$ cat config.mk
export PLATFORM = sky130hd
export DESIGN_NAME = iob_acc_sampler
export DESIGN_NICKNAME = d
export VERILOG_FILES = /design/src/rtl/iob_acc_sampler_pkg.sv /design/src/rtl/iob_acc_sampler_tick.sv /design/src/rtl/iob_acc_sampler.sv
export SDC_FILE = /design/constraint.sdc
export NUM_CORES = 1
export LEC_CHECK = 0
export BUFFER_PORTS_ARGS = -buffer_cell sky130_fd_sc_hd__buf_2
export CELL_PAD_IN_SITES_DETAIL_PLACEMENT = 0
export CELL_PAD_IN_SITES_GLOBAL_PLACEMENT = 1
export CORE_ASPECT_RATIO = 0.5
export CORE_MARGIN = 2
export CORE_UTILIZATION = 48
export CTS_BUF_LIST = sky130_fd_sc_hd__clkbuf_16
export CTS_CLUSTER_DIAMETER = 120
export CTS_CLUSTER_SIZE = 28
export DETAILED_ROUTE_END_ITERATION = 8
export GPL_TIMING_DRIVEN = 1
export PLACE_DENSITY_LB_ADDON = 0.25
export REMOVE_ABC_BUFFERS = 1
export SETUP_SLACK_MARGIN = 0.2
export SLEW_MARGIN = 20
export SYNTH_ARGS = -nofsm -noshare
export SYNTH_HDL_FRONTEND = slang
export SYNTH_HIERARCHICAL = 1
export SYNTH_SLANG_ARGS = --single-unit
$ cat constraint.sdc
create_clock -name clk_i -period 7.3 [get_ports clk_i]
set_clock_uncertainty 0.1 [all_clocks]
set_input_delay 0.73 -clock clk_i [delete_from_list [all_inputs] [get_ports clk_i]]
set_output_delay 0.73 -clock clk_i [all_outputs]
set_load 0.05 [all_outputs]
$ cat src/rtl/iob_acc_sampler_pkg.sv
// Shared types and default widths for the accumulator sampler.
// The FSM state encoding is used by the top module.
package iob_acc_sampler_pkg;
  localparam int DATA_W_DEF   = 21;
  localparam int PERIOD_W_DEF = 16;
  localparam int DROP_W_DEF   = 8;

  typedef enum logic {
    ST_IDLE = 1'b0,
    ST_RUN  = 1'b1
  } state_e;
endpackage

$ cat src/rtl/iob_acc_sampler_tick.sv
// Reloadable down-counter: latches max(period,1) on load, ticks for one cycle
// whenever the count reaches zero while enabled.
module iob_acc_sampler_tick #(
  parameter int PERIOD_W = 16
) (
  input  logic                clk_i,
  input  logic                arst_n_i,
  input  logic                cke_i,
  input  logic                load_i,
  input  logic                en_i,
  input  logic [PERIOD_W-1:0] period_i,
  output logic                tick_o
);
  logic [PERIOD_W-1:0] r_per;
  logic [PERIOD_W-1:0] r_cnt;
  logic [PERIOD_W-1:0] w_per;

  assign w_per = (period_i == '0) ? PERIOD_W'(1) : period_i;

  always_ff @(posedge clk_i or negedge arst_n_i) begin
    if (!arst_n_i) begin
      r_per <= PERIOD_W'(1);
      r_cnt <= '0;
    end else if (cke_i) begin
      if (load_i) begin
        r_per <= w_per;
        r_cnt <= w_per - PERIOD_W'(1);
      end else if (en_i) begin
        r_cnt <= (r_cnt == '0) ? r_per - PERIOD_W'(1) : r_cnt - PERIOD_W'(1);
      end
    end
  end

  assign tick_o = en_i && (r_cnt == '0);
endmodule

$ cat src/rtl/iob_acc_sampler.sv
// Samples a free-running accumulator every P cycles and streams the deltas
// over valid/ready; samples that find the slot occupied are dropped and counted.
module iob_acc_sampler
  import iob_acc_sampler_pkg::*;
#(
  parameter int DATA_W   = DATA_W_DEF,
  parameter int PERIOD_W = PERIOD_W_DEF,
  parameter int DROP_W   = DROP_W_DEF
) (
  input  logic                clk_i,
  input  logic                arst_n_i,
  input  logic                cke_i,
  input  logic                start_i,
  input  logic                stop_i,
  input  logic [PERIOD_W-1:0] period_i,
  input  logic [DATA_W-1:0]   acc_i,
  output logic [DATA_W-1:0]   delta_o,
  output logic                valid_o,
  input  logic                ready_i,
  output logic [DROP_W-1:0]   drop_o,
  output logic                busy_o
);
  state_e              r_state;
  state_e              w_state_nxt;
  logic [DATA_W-1:0]   r_prev;
  logic [DATA_W-1:0]   r_delta;
  logic                r_valid;
  logic [DROP_W-1:0]   r_drop;
  logic                w_load;
  logic                w_run;
  logic                w_tick;
  logic                w_start;
  logic                w_samp;
  logic                w_accept;
  logic [DATA_W-1:0]   w_delta;

  assign w_run    = (r_state == ST_RUN);
  assign w_load   = start_i && (r_state == ST_IDLE);
  assign w_start  = cke_i && w_load;
  assign w_samp   = cke_i && w_tick;
  assign w_accept = cke_i && r_valid && ready_i;
  assign w_delta  = acc_i - r_prev;

  iob_acc_sampler_tick #(.PERIOD_W(PERIOD_W)) u_tick (
    .clk_i    (clk_i),
    .arst_n_i (arst_n_i),
    .cke_i    (cke_i),
    .load_i   (w_load),
    .en_i     (w_run),
    .period_i (period_i),
    .tick_o   (w_tick)
  );

  always_ff @(posedge clk_i or negedge arst_n_i) begin
    if (!arst_n_i) r_state <= ST_IDLE;
    else if (cke_i) r_state <= w_state_nxt;
  end

  always_comb begin
    w_state_nxt = r_state;
    case (r_state)
      ST_IDLE: if (start_i) w_state_nxt = ST_RUN;
      ST_RUN:  if (stop_i)  w_state_nxt = ST_IDLE;
      default: w_state_nxt = ST_IDLE;
    endcase
  end

  always_comb begin
    busy_o = (r_state == ST_RUN);
  end

  // A sample may reuse the slot in the same cycle the consumer drains it.
  always_ff @(posedge clk_i or negedge arst_n_i) begin
    if (!arst_n_i) begin
      r_prev  <= '0;
      r_delta <= '0;
      r_valid <= 1'b0;
      r_drop  <= '0;
    end else begin
      if (w_start) begin
        r_prev <= acc_i;
        r_drop <= '0;
      end
      if (w_samp) begin
        r_prev <= acc_i;
        if (!r_valid || ready_i) begin
          r_delta <= w_delta;
          r_valid <= 1'b1;
        end else if (r_drop != '1) begin
          r_drop <= r_drop + DROP_W'(1);
        end
      end else if (w_accept) begin
        r_valid <= 1'b0;
      end
    end
  end

  assign delta_o = r_delta;
  assign valid_o = r_valid;
  assign drop_o  = r_drop;
endmodule

Yosys cells after proc, flatten, opt, wreduce, memory -nomap -nowiden. Index checks and enable logic that the tools add are counted.

Register bits: 84. Output and inout bits: 31. Input bits: 43.

Reduce and logical (&&, ||, !) cells: 17. Equal/unequal tests: 2. Add/sub/neg operators: 5. Muxes and demuxes: 16. Bitwise gates (word level): 1.

Operators with widths (count): two-way mux 16 bit (4); subtractor 16 x 1 -> 16 bit, second input constant (3); two-way mux 21 bit (2); logical NOT 16 bit (2); two-way mux 8 bit (4); subtractor 21 bit (1); adder 8 x 1 -> 8 bit, second input constant (1); != test 8 bit, second input constant (1); AND reduction 2 bit (4); logical AND 1 bit (6); nonzero test 2 bit (3); two-way mux 1 bit (5); != test 2 x 1 -> 1 bit, second input constant (1); case mux 1 bit (2 select lines) (1); logical NOT 1 bit (1); logical OR 1 bit (1); inverter 1 bit (1).

Depth between registers and ports, before layout. Gate-level depths: netlist (run 1).

Depth after elaboration: 7. Mapped depth: 12. Depth with buffers taken out: 10.

Hierarchy. The synthesis (run 1) kept the hierarchy.

By module, submodules not included: iob_acc_sampler (area an instance 3056.7 um2, seq. area each 1301.2 um2, cells each 318, instances 1); iob_acc_sampler_tick (area an instance 1888.1 um2, seq. area each 802.0 um2, cells each 193, instances 1).

Worst setup path before layout (run 1). Ideal clock, no wire load.

Kind: input to register. Start: in start_i. End: reg u_tick.r_cnt[14]. Arrival time: 3.143 ns. Setup slack: 3.975 ns. Stages on the path: 11. Setup time: 0.082 ns. Path buffers: 2. Cell sequence: nor2b_1 > buf_6 > clkbuf_1 > nand2_1 > nand2_1 > ha_1 > o211ai_1 > nor3_1 > nand2_1 > or4_1 > a31oi_1.

Cells in the longest elaborated chain, start to end: 3.

Ends and longest elaborated chain: start: declaration (line iob_acc_sampler.sv:13) `input logic start_i,`; logical AND 1 bit * (line iob_acc_sampler.sv:38) `assign w_load = start_i && (r_state == ST_IDLE);`; nonzero test 2 bit (no source line); AND reduction 2 bit (no source line); end signal: assignment (line iob_acc_sampler_tick.sv:27) `r_cnt <= w_per - PERIOD_W'(1);`; end signal: assignment (line iob_acc_sampler_tick.sv:29) `r_cnt <= (r_cnt == '0) ? r_per - PERIOD_W'(1) : r_cnt - PERIOD_W'(1);`; end: declaration (line iob_acc_sampler_tick.sv:15) `logic [PERIOD_W-1:0] r_cnt;`.

Mark *: on every way between the ends. The rest lies on a longest branch, timed or not. A chain may end at the register's enable or synchronous reset.

Final worst setup path (run 1).
Start: in start_i. End: reg u_tick.r_cnt[14].

Cells in the longest elaborated chain, start to end: 3.

Ends and longest elaborated chain: logical AND 1 bit * (line iob_acc_sampler.sv:38); net w_load (line iob_acc_sampler.sv:29) `logic w_load;`; nonzero test 2 bit (no source line); AND reduction 2 bit (no source line).

The timed path passes the listed nets; every way through them passes the cells marked *.

==> results of run 1 <==
-- layer usage --
| layer | track usage, % | up-vias |
|---|---|---|
| li1 | - | 1963 |
| met2 | 33.80 | 56 |
| met1 | 26.16 | 1810 |
| met4 | 4.167 | 0 |
| met5 | 0 | - |
| met3 | 5.030 | 10 |
-- power by group through the flow --
stage / clock [mW] / sequential (mW) / combinational [mW]
after detailed placement: 0 / 0.651 / 0.629
after CTS: 0.406 / 0.644 / 0.633
after global routing: 0.424 / 0.659 / 0.709
final: 0.392 / 0.646 / 0.627
after floorplan: 0 / 0.635 / 0.495
after global placement: 0 / 0.648 / 0.623
-- stage by stage --
stage	instance area (sq um)	util [%]	power, mW	instances	hold slack, ps
floorplan	4842	-	1.130	494	334.4
global placement	5429	53.66	1.271	712	359.0
detailed placement	5429	53.66	1.280	712	364.1
CTS	5680	56.15	1.682	728	162.0
global route	5680	56.15	1.791	728	170.8
finish	5680	56.15	1.665	728	162.3
-- cell type report --
type / count / area, sq um
fillers: 966 / 4437
multi-input cells: 379 / 2629
flip-flops and latches: 84 / 2103
repair buffers: 78 / 405.4
clock buffers: 9 / 225.2
well taps: 140 / 175.2
inverters: 31 / 116.4
clock inverters: 7 / 26.28
-- state kept, by name (all words and copies together), names as in the netlist --
register      cells
valid_o           1
u_tick/r_cnt     16
r_prev           21
busy_o            1
u_tick/r_per     16
delta_o          21
drop_o            8
-- layout by cell type, fill, tap and decap left out, types with 4 or more instances in the layout --
master / count
ha_1: 22
buf_2: 72
inv_1: 37
nand2b_1: 8
a31oi_1: 6
xor2_1: 15
nor2_1: 19
o21ai_1: 9
a31o_2: 7
nand3_1: 12
o21ai_0: 54
nand4_1: 4
nand2_1: 72
a21oi_1: 24
dfrtp_1: 83
buf_4: 6
a21o_1: 5
xnor2_1: 16
nor4_1: 7
clkbuf_16: 9
mux2_2: 40
o31ai_1: 8
-- cells by family (layout without fill, tap and decap cells) --
logic type	count (synthesis)	after routing	share of synthesized area [%]
simple gates	142	142	13.79
xor+xnor	31	31	5.491
compound gates	141	141	18.24
buf+inv	48	125	4.428
flops	84	84	42.54
mux	42	42	9.539
fa+ha+maj	23	23	5.972
-- worst max-delay path by stage --
stage / startpoint / to / slack, ps / cells past startpoint
2_1_floorplan: start_i / u_tick/r_cnt[14] / 3110 / 10
3_3_place_gp: start_i / u_tick/r_cnt[14] / 3650 / 12
3_5_place_dp: start_i / u_tick/r_cnt[14] / 3600 / 12
4_1_cts: start_i / u_tick/r_cnt[14] / 3950 / 12
5_1_grt: start_i / u_tick/r_cnt[14] / 3710 / 12
6_report: start_i / u_tick/r_cnt[14] / 3940 / 12
==> flow_metrics.env, run 1 <==
export IMPL_ios=74
export IMPL_critPathCaptureType="register"
export IMPL_hpwl_um=7642
export IMPL_drc=0
export IMPL_critical_path_top_delay_family="simple AND/OR/NAND/NOR gates"
export IMPL_port_buffers=73
export IMPL_route_met3_wl_um=367
export IMPL_htree_levels=3
export IMPL_r2r_slack_ps=3970
export IMPL_finalSetupTns_ps=0
export IMPL_antenna_found_initial=0
export IMPL_synth_edff_count=0
export IMPL_cp_max_fo=33
export IMPL_p_clk_share_pct=23.5
export IMPL_die_y_um=75.77
export IMPL_ys_warnings_count=6
export IMPL_firstDrtPassIters=4
export IMPL_ys_top_cells_by_count="dfrtp_1 (83), nand2_1 (72), o21ai_0 (55)"
export IMPL_syn_avg_cell_area_sq_um=9.677
export IMPL_insertion_delay_ps=330
export IMPL_synth_flop_cell="dfrtp_1"
export IMPL_p_per_area_nw_per_um2=293.1
export IMPL_crit_chain="buf_2 > nor2b_2 > buf_4 > mux2_2 > a31o_2 > inv_1 > ha_1 > o211ai_1 > nor3_1 > nand2_1 > or4_1 > a31oi_1"
export IMPL_status="finished, final reports clean"
export IMPL_layout_drive_gt1_share_pct=25.51
export IMPL_fmax_ghz=0.2976
export IMPL_dieArea_sq_um=11180
export IMPL_preCtsSetupSlack_ps=3602
export IMPL_gr_usage_all_layers_pct=19.79
export IMPL_synthCells=511
export IMPL_tightestPinTransition_ps=832.9
export IMPL_drt_iter0_drc=145
export IMPL_min_period_ps=3360
export IMPL_cp_slowest_cell="or4_1"
export IMPL_cts_setup_buffers=0
export IMPL_worst_r2r_cell_count=11
export IMPL_synth_most_common_cell="dfrtp_1"
export IMPL_crit_path_max_incr_delay_ps=490
export IMPL_p_seq_share_pct=38.8
export IMPL_cts_hold_buf=0
export IMPL_p_comb_share_pct=37.7
export IMPL_max_vdd_ir_drop_v=0.0001245
export IMPL_post_drt_wl_per_cell_um=14.53
export IMPL_rows=26
export IMPL_post_cts_resized=0
export IMPL_r2r_start="busy_o"
export IMPL_dr_total_vias=3839
export IMPL_grt_overflow_total=0
export IMPL_clk_root_buffer_cell="clkbuf_16"
export IMPL_synth_top_area_share_pct=42.00
export IMPL_drv_cap=0
export IMPL_wirelength_um=10580
export IMPL_drt_met1_wl_um=5180
export IMPL_setup_slack_ps=3940
export IMPL_syn_area_sq_um=4945
export IMPL_cp_num_buf_inv=3
export IMPL_cp_required_ps=7450
export IMPL_clkTransAtPathRegs_ps=60
export IMPL_arrival_ps=3510
export IMPL_cp_start_kind="input port"
export IMPL_cts_made_buffers=9
export IMPL_period_share_pct=46.03
export IMPL_avgViaCountPerCell=5.273
export IMPL_cts_tree="done"
export IMPL_relSlewSlack_pct=44.47
export IMPL_cts_sinks=84
export IMPL_ys_ff_latch=84
export IMPL_coreArea_sq_um=10120
export IMPL_setup_viol_count_final=0
export IMPL_grt_max_degree=67
export IMPL_grt_pass1_wl_um=17450
export IMPL_layout_nets=649
export IMPL_dr_wl_met2_um=4933
export IMPL_hp_class="input port to asynchronous set/reset pin"
export IMPL_gp_congestion=0.7915
export IMPL_drv_slew=0
export IMPL_synthTopCellsByArea="dfrtp_1 (42%), mux2_2 (9.1%), ha_1 (5.6%), o21ai_0 (5.6%), nand2_1 (5.5%)"
export IMPL_swShare_pct=35.20
export IMPL_ant_nets=0
export IMPL_syn_to_final_growth_pct=14.88
export IMPL_synth_async_reset_ratio_pct=100.0
export IMPL_start_util_pct=48.87
export IMPL_switching_power_mw=0.5861
export IMPL_critPathKind="input port to register"
export IMPL_antenna_cells=0
export IMPL_leakagePower_nw=2.679
export IMPL_r2r_end="u_tick/r_cnt[14]"
export IMPL_die_w_um=147.5
export IMPL_yosysSeqAreaShare_pct=42.54
export IMPL_yosys_area_top_type="dfrtp_1"
export IMPL_grt_pass1_vias=3515
export IMPL_synth_cell_types=63
export IMPL_ctsLongestPathBuffers=2
export IMPL_cellInternalPower_mw=1.079
export IMPL_hold_viol_final=0
export IMPL_top_layer_used="met4"
export IMPL_rsz0062_at_grt="no"
Note: power is estimated with default switching activity, not from simulation.
==> run 2: changes to the inputs <==
--- a/config.mk
+++ b/config.mk
@@ -5,12 +5,13 @@
 export SDC_FILE = /design/constraint.sdc
 export NUM_CORES = 1
 export LEC_CHECK = 0
+export ABC_AREA = 1
 export BUFFER_PORTS_ARGS = -buffer_cell sky130_fd_sc_hd__buf_2
 export CELL_PAD_IN_SITES_DETAIL_PLACEMENT = 0
 export CELL_PAD_IN_SITES_GLOBAL_PLACEMENT = 1
 export CORE_ASPECT_RATIO = 0.5
 export CORE_MARGIN = 2
-export CORE_UTILIZATION = 48
+export CORE_UTILIZATION = 42
 export CTS_BUF_LIST = sky130_fd_sc_hd__clkbuf_16
 export CTS_CLUSTER_DIAMETER = 120
 export CTS_CLUSTER_SIZE = 28
==> constraint.sdc (replaced) <==
create_clock -name clk_i -period 3.1 [get_ports clk_i]
set_clock_uncertainty 0.1 [all_clocks]
set_input_delay 0.31 -clock clk_i [delete_from_list [all_inputs] [get_ports clk_i]]
set_output_delay 0.31 -clock clk_i [all_outputs]
set_load 0.05 [all_outputs]
==> flow_metrics.env, run 2 <==
export IMPL_status="finished, final reports clean"
export IMPL_dp_cells=1072
export IMPL_coreArea_sq_um=12950
export IMPL_yosysSeqAreaShare_pct=36.99
export IMPL_worst_r2r_cell_count=12
export IMPL_drt_iter0_drc=310
export IMPL_gr_usage_all_layers_pct=20.89
export IMPL_min_from="acc_i[17]"
export IMPL_leakagePower_nw=3.627
export IMPL_layout_drive_gt1_share_pct=13.93
export IMPL_synth_cell_types=39
export IMPL_ys_ff_latch=84
export IMPL_hpwl_um=10920
export IMPL_post_cts_resized=0
export IMPL_post_drt_wl_per_cell_um=13.06
export IMPL_antenna_found_initial=0
export IMPL_drv_cap=0
export IMPL_r2r_start="u_tick/r_cnt[15]"
export IMPL_yosys_area_top_type="dfrtp_1"
export IMPL_r2r_end="delta_o[9]"
export IMPL_layout_nets=980
export IMPL_finalSetupTns_ps=0
export IMPL_synth_most_common_cell="nand2_1"
export IMPL_die_w_um=168.6
export IMPL_final_cell_mix="nand2_1 (311), inv_1 (128), dfrtp_1 (83)"
export IMPL_rows=29
export IMPL_r2r_slack_ps=680
export IMPL_critPathKind="register to register"
export IMPL_antenna_cells=0
export IMPL_grt_pass1_wl_um=24290
export IMPL_hp_class="input port to register"
export IMPL_wirelength_um=14230
export IMPL_synthCells=838
export IMPL_critPathCaptureType="register"
export IMPL_firstDrtPassIters=5
export IMPL_cp_max_fo=33
export IMPL_synth_flop_cell="dfrtp_1"
export IMPL_holdPathEnd="r_prev[17]"
export IMPL_swShare_pct=41.67
export IMPL_fin_util_pct=50.49
export IMPL_synth_edff_count=0
export IMPL_start_util_pct=43.90
export IMPL_max_vdd_ir_drop_v=0.0002601
export IMPL_ios=74
export IMPL_synth_async_reset_ratio_pct=100.0
export IMPL_final_common_cell="nand2_1"
export IMPL_finalNonFillerCells=1089
export IMPL_placedInstanceArea_sq_um=6246
export IMPL_p_seq_share_pct=33.1
export IMPL_synth_top_area_share_pct=36.52
export IMPL_rsz0062_at_grt="no"
export IMPL_gp_congestion=0.8327
export IMPL_min_period_ps=2419
export IMPL_clk_root_buffer_cell="clkbuf_16"
export IMPL_hold_viol_final=0
export IMPL_cp_required_ps=3270
export IMPL_setup_viol_count_final=0
export IMPL_switching_power_mw=1.866
export IMPL_dr_total_vias=5246
export IMPL_avgViaCountPerCell=4.817
export IMPL_cellInternalPower_mw=2.612
export IMPL_die_y_um=86.28
export IMPL_cts_sinks=84
export IMPL_period_share_pct=78.04
export IMPL_ys_warnings_count=6
export IMPL_syn_to_final_growth_pct=15.01
export IMPL_cts_made_buffers=9
export IMPL_grt_overflow_total=0
export IMPL_insertion_delay_ps=340
export IMPL_fin_area_sq_um=6540
export IMPL_drv_slew=0
export IMPL_dieArea_sq_um=14540
export IMPL_tightestPinTransition_ps=974.2
export IMPL_ys_top_cells_by_count="nand2_1 (311), inv_1 (127), dfrtp_1 (83)"
export IMPL_min_path_cells=3
export IMPL_htree_levels=3
export IMPL_syn_avg_cell_area_sq_um=6.786
export IMPL_fmax_ghz=0.4133
export IMPL_hold_slack_ps=100.1
export IMPL_multiInputGateArea_sq_um=3002
export IMPL_arrival_ps=2590
export IMPL_drc=0
export IMPL_ctsLongestPathBuffers=2
export IMPL_relSlewSlack_pct=34.98
export IMPL_port_buffers=73
export IMPL_p_clk_share_pct=23.7
export IMPL_clkTransAtPathRegs_ps=70
export IMPL_grt_pass1_vias=5075
export IMPL_ant_nets=0
export IMPL_syn_area_sq_um=5687
export IMPL_seq_area_sq_um=2103
export IMPL_cp_start_kind="register"
export IMPL_fill_cells=1327
export IMPL_p_comb_share_pct=43.2
export IMPL_p_per_area_nw_per_um2=684.6
export IMPL_cts_tree="done"
export IMPL_synthTopCellsByArea="dfrtp_1 (37%), nand2_1 (21%), inv_1 (8.4%), nand3_1 (5.8%), ha_1 (4.8%)"
export IMPL_grt_max_degree=51
## run 2: cell types whose count changed in the layout (fill, tap and decap cells not counted), sizes merged, moves of 9 or more
cell and change:
mux2 -40, inv +91, xnor2 -9, a21oi -9, nand2 +245, nor2 +43, nand3 +60
## run 2: final cells by class
class | count | share of cell area [%]
clock buffer | 9 | 3.444
clock inverter | 7 | 0.8992
inverter | 129 | 7.423
multi-input combinational | 606 | 45.90
sequential | 84 | 32.16
tap | 170 | 3.252
timing repair buffer | 84 | 6.926
## run 2: how the worst max path moves through the flow
stage                           from                to  slack (ps)  cells past startpoint
finish              u_tick/r_cnt[15]        delta_o[9]         680                     12
global route         u_tick/r_cnt[1]        delta_o[9]         430                     12
CTS                 u_tick/r_cnt[15]        delta_o[9]         630                     12
detailed placement  u_tick/r_cnt[15]       delta_o[10]         670                     12
global placement             start_i  u_tick/r_cnt[10]         730                     12
floorplan                     busy_o   u_tick/r_cnt[0]        -140                      6
## run 2: worst max-delay path: stages, from the launching register on
cell and delay (ps):
dfrtp_1 390, nor2_1 120, nand2_1 90, nor2_4 140
nand2_1 110, nor2_1 100, nand2_1 90, nor2_1 120
buf_4 200, inv_1 440, a21oi_1 260, o21ai_0 120
nand2_1 60
## run 2: power by group through the flow
stage / sequential [mW] / combinational (mW) / clock (mW)
floorplan: 1.56 / 1.39 / 0
global route: 1.52 / 2.22 / 1.14
CTS: 1.48 / 1.95 / 1.10
detailed placement: 1.50 / 1.94 / 0
finish: 1.48 / 1.94 / 1.06
global placement: 1.49 / 1.93 / 0
## run 2: logic make-up after synthesis
logic type / after synthesis / synth area share (%)
muxes: 1 / 0.1980
DFF: 84 / 36.99
adders and majority gates: 23 / 5.192
AOI/OAI and AO/OA: 91 / 8.559
xor gates and xnor gates: 14 / 2.156
and+or+nand+nor: 477 / 36.68
buffers and inverters: 148 / 10.23
## run 2: per-layer routing
metal  track usage [%]  part of all wire, %  up-vias
met4             5.172                  1.3        0
met5                 0                    0        -
met1             28.85                   50     2381
met3             4.018                  2.9       15
met2             34.19                   45       81
li1                  -                    -     2769
## run 2: repair_timing
item,in CTS,in global routing
hold endpoints to repair,47,0
endpoints found under the setup margin,0,0
hold buffers,1,0
setup buffers,0,0
## run 2: through the flow
| step | total power [mW] | setup WS (ps) |
|---|---|---|
| 2_1_floorplan | 2.944 | -137.4 |
| 3_3_place_gp | 3.417 | 726.0 |
| 3_5_place_dp | 3.439 | 671.8 |
| 4_1_cts | 4.534 | 631.8 |
| 5_1_grt | 4.875 | 434.1 |
| 6_report | 4.478 | 680.7 |
==> run 3: changes to the inputs <==
--- a/config.mk
+++ b/config.mk
@@ -11,7 +11,7 @@
 export CELL_PAD_IN_SITES_GLOBAL_PLACEMENT = 1
 export CORE_ASPECT_RATIO = 0.5
 export CORE_MARGIN = 2
-export CORE_UTILIZATION = 42
+export CORE_UTILIZATION = 38
 export CTS_BUF_LIST = sky130_fd_sc_hd__clkbuf_16
 export CTS_CLUSTER_DIAMETER = 120
 export CTS_CLUSTER_SIZE = 28
==> constraint.sdc (replaced) <==
create_clock -name clk_i -period 2 [get_ports clk_i]
set_clock_uncertainty 0.1 [all_clocks]
set_input_delay 0.2 -clock clk_i [delete_from_list [all_inputs] [get_ports clk_i]]
set_output_delay 0.2 -clock clk_i [all_outputs]
set_load 0.05 [all_outputs]
==> flow_metrics.env, run 3 (synthesized netlist as in run 2, its figures left out) <==
export IMPL_min_from="acc_i[5]"
export IMPL_startpoint="u_tick/r_cnt[9]"
export IMPL_layout_drive_gt1_share_pct=26.80
export IMPL_drt_iter0_drc=233
export IMPL_critPathCaptureType="register"
export IMPL_setup_viol_count_final=8
export IMPL_r2r_start="u_tick/r_cnt[9]"
export IMPL_clkTransAtPathRegs_ps=70
export IMPL_antenna_found_initial=0
export IMPL_dieArea_sq_um=16020
export IMPL_min_period_ps=2040
export IMPL_crit_chain="nor2_1 > nand2_1 > nor2_4 > buf_12 > nand2_2 > nor2_2 > nand2_2 > buf_4 > nor2_4 > o21ai_4 > nand2_4 > clkinv_4 > nand2_1 > o21ai_1"
export IMPL_grt_pass1_vias=5597
export IMPL_ant_nets=0
export IMPL_period_share_pct=102.0
export IMPL_cp_slowest_cell="dfrtp_1"
export IMPL_hp_class="input port to register"
export IMPL_fill_cells=1438
export IMPL_syn_to_final_growth_pct=38.13
export IMPL_tightestPinTransition_ps=475.4
export IMPL_max_vdd_ir_drop_v=0.0004325
export IMPL_start_util_pct=39.10
export IMPL_p_per_area_nw_per_um2=1040
export IMPL_rows=31
export IMPL_fin_area_sq_um=7855
export IMPL_clk_root_buffer_cell="clkbuf_16"
export IMPL_antenna_cells=0
export IMPL_drc=0
export IMPL_grt_max_degree=33
export IMPL_finalSetupTns_ps=-108.4
export IMPL_cp_required_ps=2120
export IMPL_ctsLongestPathBuffers=2
export IMPL_gr_usage_all_layers_pct=20.92
export IMPL_critPathKind="register to register"
export IMPL_firstDrtPassIters=5
export IMPL_relSlewSlack_pct=68.27
export IMPL_gp_congestion=0.8560
export IMPL_violations="setup timing"
export IMPL_leakagePower_nw=4.166
export IMPL_die_w_um=177
export IMPL_dr_total_vias=5672
export IMPL_post_drt_wl_per_cell_um=13.62
export IMPL_wirelength_um=16320
export IMPL_htree_levels=3
export IMPL_layout_nets=1063
export IMPL_cts_made_buffers=9
export IMPL_insertion_delay_ps=340
export IMPL_setup_slack_ps=-39.60
export IMPL_status="complete, but fails checks"
export IMPL_cp_start_kind="register"
export IMPL_placedInstanceArea_sq_um=6639
export IMPL_grt_overflow_total=0
export IMPL_hpwl_um=11690
export IMPL_port_buffers=73
export IMPL_ios=74
export IMPL_avgViaCountPerCell=4.735
export IMPL_drv_slew=0
export IMPL_holdPathEnd="r_prev[5]"
export IMPL_r2r_end="drop_o[0]"
export IMPL_r2r_slack_ps=-40
export IMPL_worst_r2r_cell_count=14
export IMPL_arrival_ps=2160
export IMPL_die_y_um=90.50
export IMPL_min_path_cells=3
export IMPL_grt_pass1_wl_um=26920
export IMPL_rsz0062_at_grt="yes"
export IMPL_cts_sinks=84
export IMPL_cp_max_fo=8
export IMPL_final_cell_mix="nand2_1 (283), inv_1 (123), dfrtp_1 (83)"
export IMPL_coreArea_sq_um=14550
export IMPL_final_common_cell="nand2_1"
export IMPL_fmax_ghz=0.4903
export IMPL_cts_tree="done"
export IMPL_crit_path_max_incr_delay_ps=390
export IMPL_drv_cap=0
export IMPL_hold_viol_final=0
[run 3: cell types whose count changed in the layout (fill, tap and decap cells not counted), moves of 12 or more]
cell | previous run | this run
buf_4 | 11 | 51
nand2_1 | 311 | 283
nand2_2 | 4 | 30
nand3_1 | 66 | 48
nand3_2 | 6 | 23
dlygate4sd3_1 | 1 | 16
nor2_1 | 52 | 38
o21ai_0 | 46 | 34
[run 3: stage by stage]
step | instances | hold WS [ps] | setup WS (ps) | util [%] | power, mW
6_report | 1198 | 1.022 | -39.60 | 54.00 | 8.165
4_1_cts | 1188 | 3.382 | 14.21 | 51.80 | 7.869
3_5_place_dp | 1141 | 60.83 | -127.7 | 45.64 | 5.705
3_3_place_gp | 1141 | 63.11 | -72.16 | 45.64 | 5.687
2_1_floorplan | 819 | -195.6 | -1237 | - | 4.563
5_1_grt | 1198 | 18.86 | -189.5 | 54.00 | 8.829
[run 3: worst max-delay path by stage]
stage / cells past startpoint / to / slack [ps]
final: 14 / drop_o[0] / -40
after floorplan: 6 / u_tick/r_cnt[0] / -1240
after detailed placement: 15 / u_tick/r_cnt[10] / -130
after CTS: 13 / u_tick/r_cnt[11] / 10
after global routing: 14 / drop_o[0] / -190
after global placement: 12 / u_tick/r_cnt[4] / -70
[run 3: final cells by class]
cell class	instances	area [sq um]	area share [%]
well taps	198	247.7	3.154
clock buffers	9	225.2	2.867
multi-input cells	608	3299	42.00
clock inverters	5	78.83	1.004
repair buffers	165	1404	17.87
inverters	129	496.7	6.324
flip-flops and latches	84	2103	26.78
[run 3: layer usage]
layer | up-vias | GRT usage, % | wire length, um
li1 | 2932 | - | -
met1 | 2639 | 28.97 | 7989
met2 | 87 | 33.72 | 7555
met3 | 14 | 3.872 | 578
met4 | 0 | 5.028 | 193
met5 | - | 0 | 0
[run 3: worst max-delay path, delay by kind of cell, from the launching register on]
kind	cells	cell delay [ps]
AND/OR/NAND/NOR	9	920
buffers and inverters	3	350
flip-flops	1	390
AO/OA/AOI/OAI	2	160
[run 3: report_power, final]
group	internal, mW	switching, mW	total, mW	leakage, nW
clock	1.08	0.697	1.77	0.141
sequential	2.09	0.212	2.31	1.08
combinational	1.67	2.42	4.09	2.94
total	4.84	3.33	8.17	4.17
[run 3: timing repair]
action	4_1_cts	5_1_grt
setup buffers	12	6
pin swaps	21	20
setup endpoints to repair	65	67
gates cloned	5	4
endpoints found under the hold margin	41	0
resized for setup	67	55
hold buffers	16	0
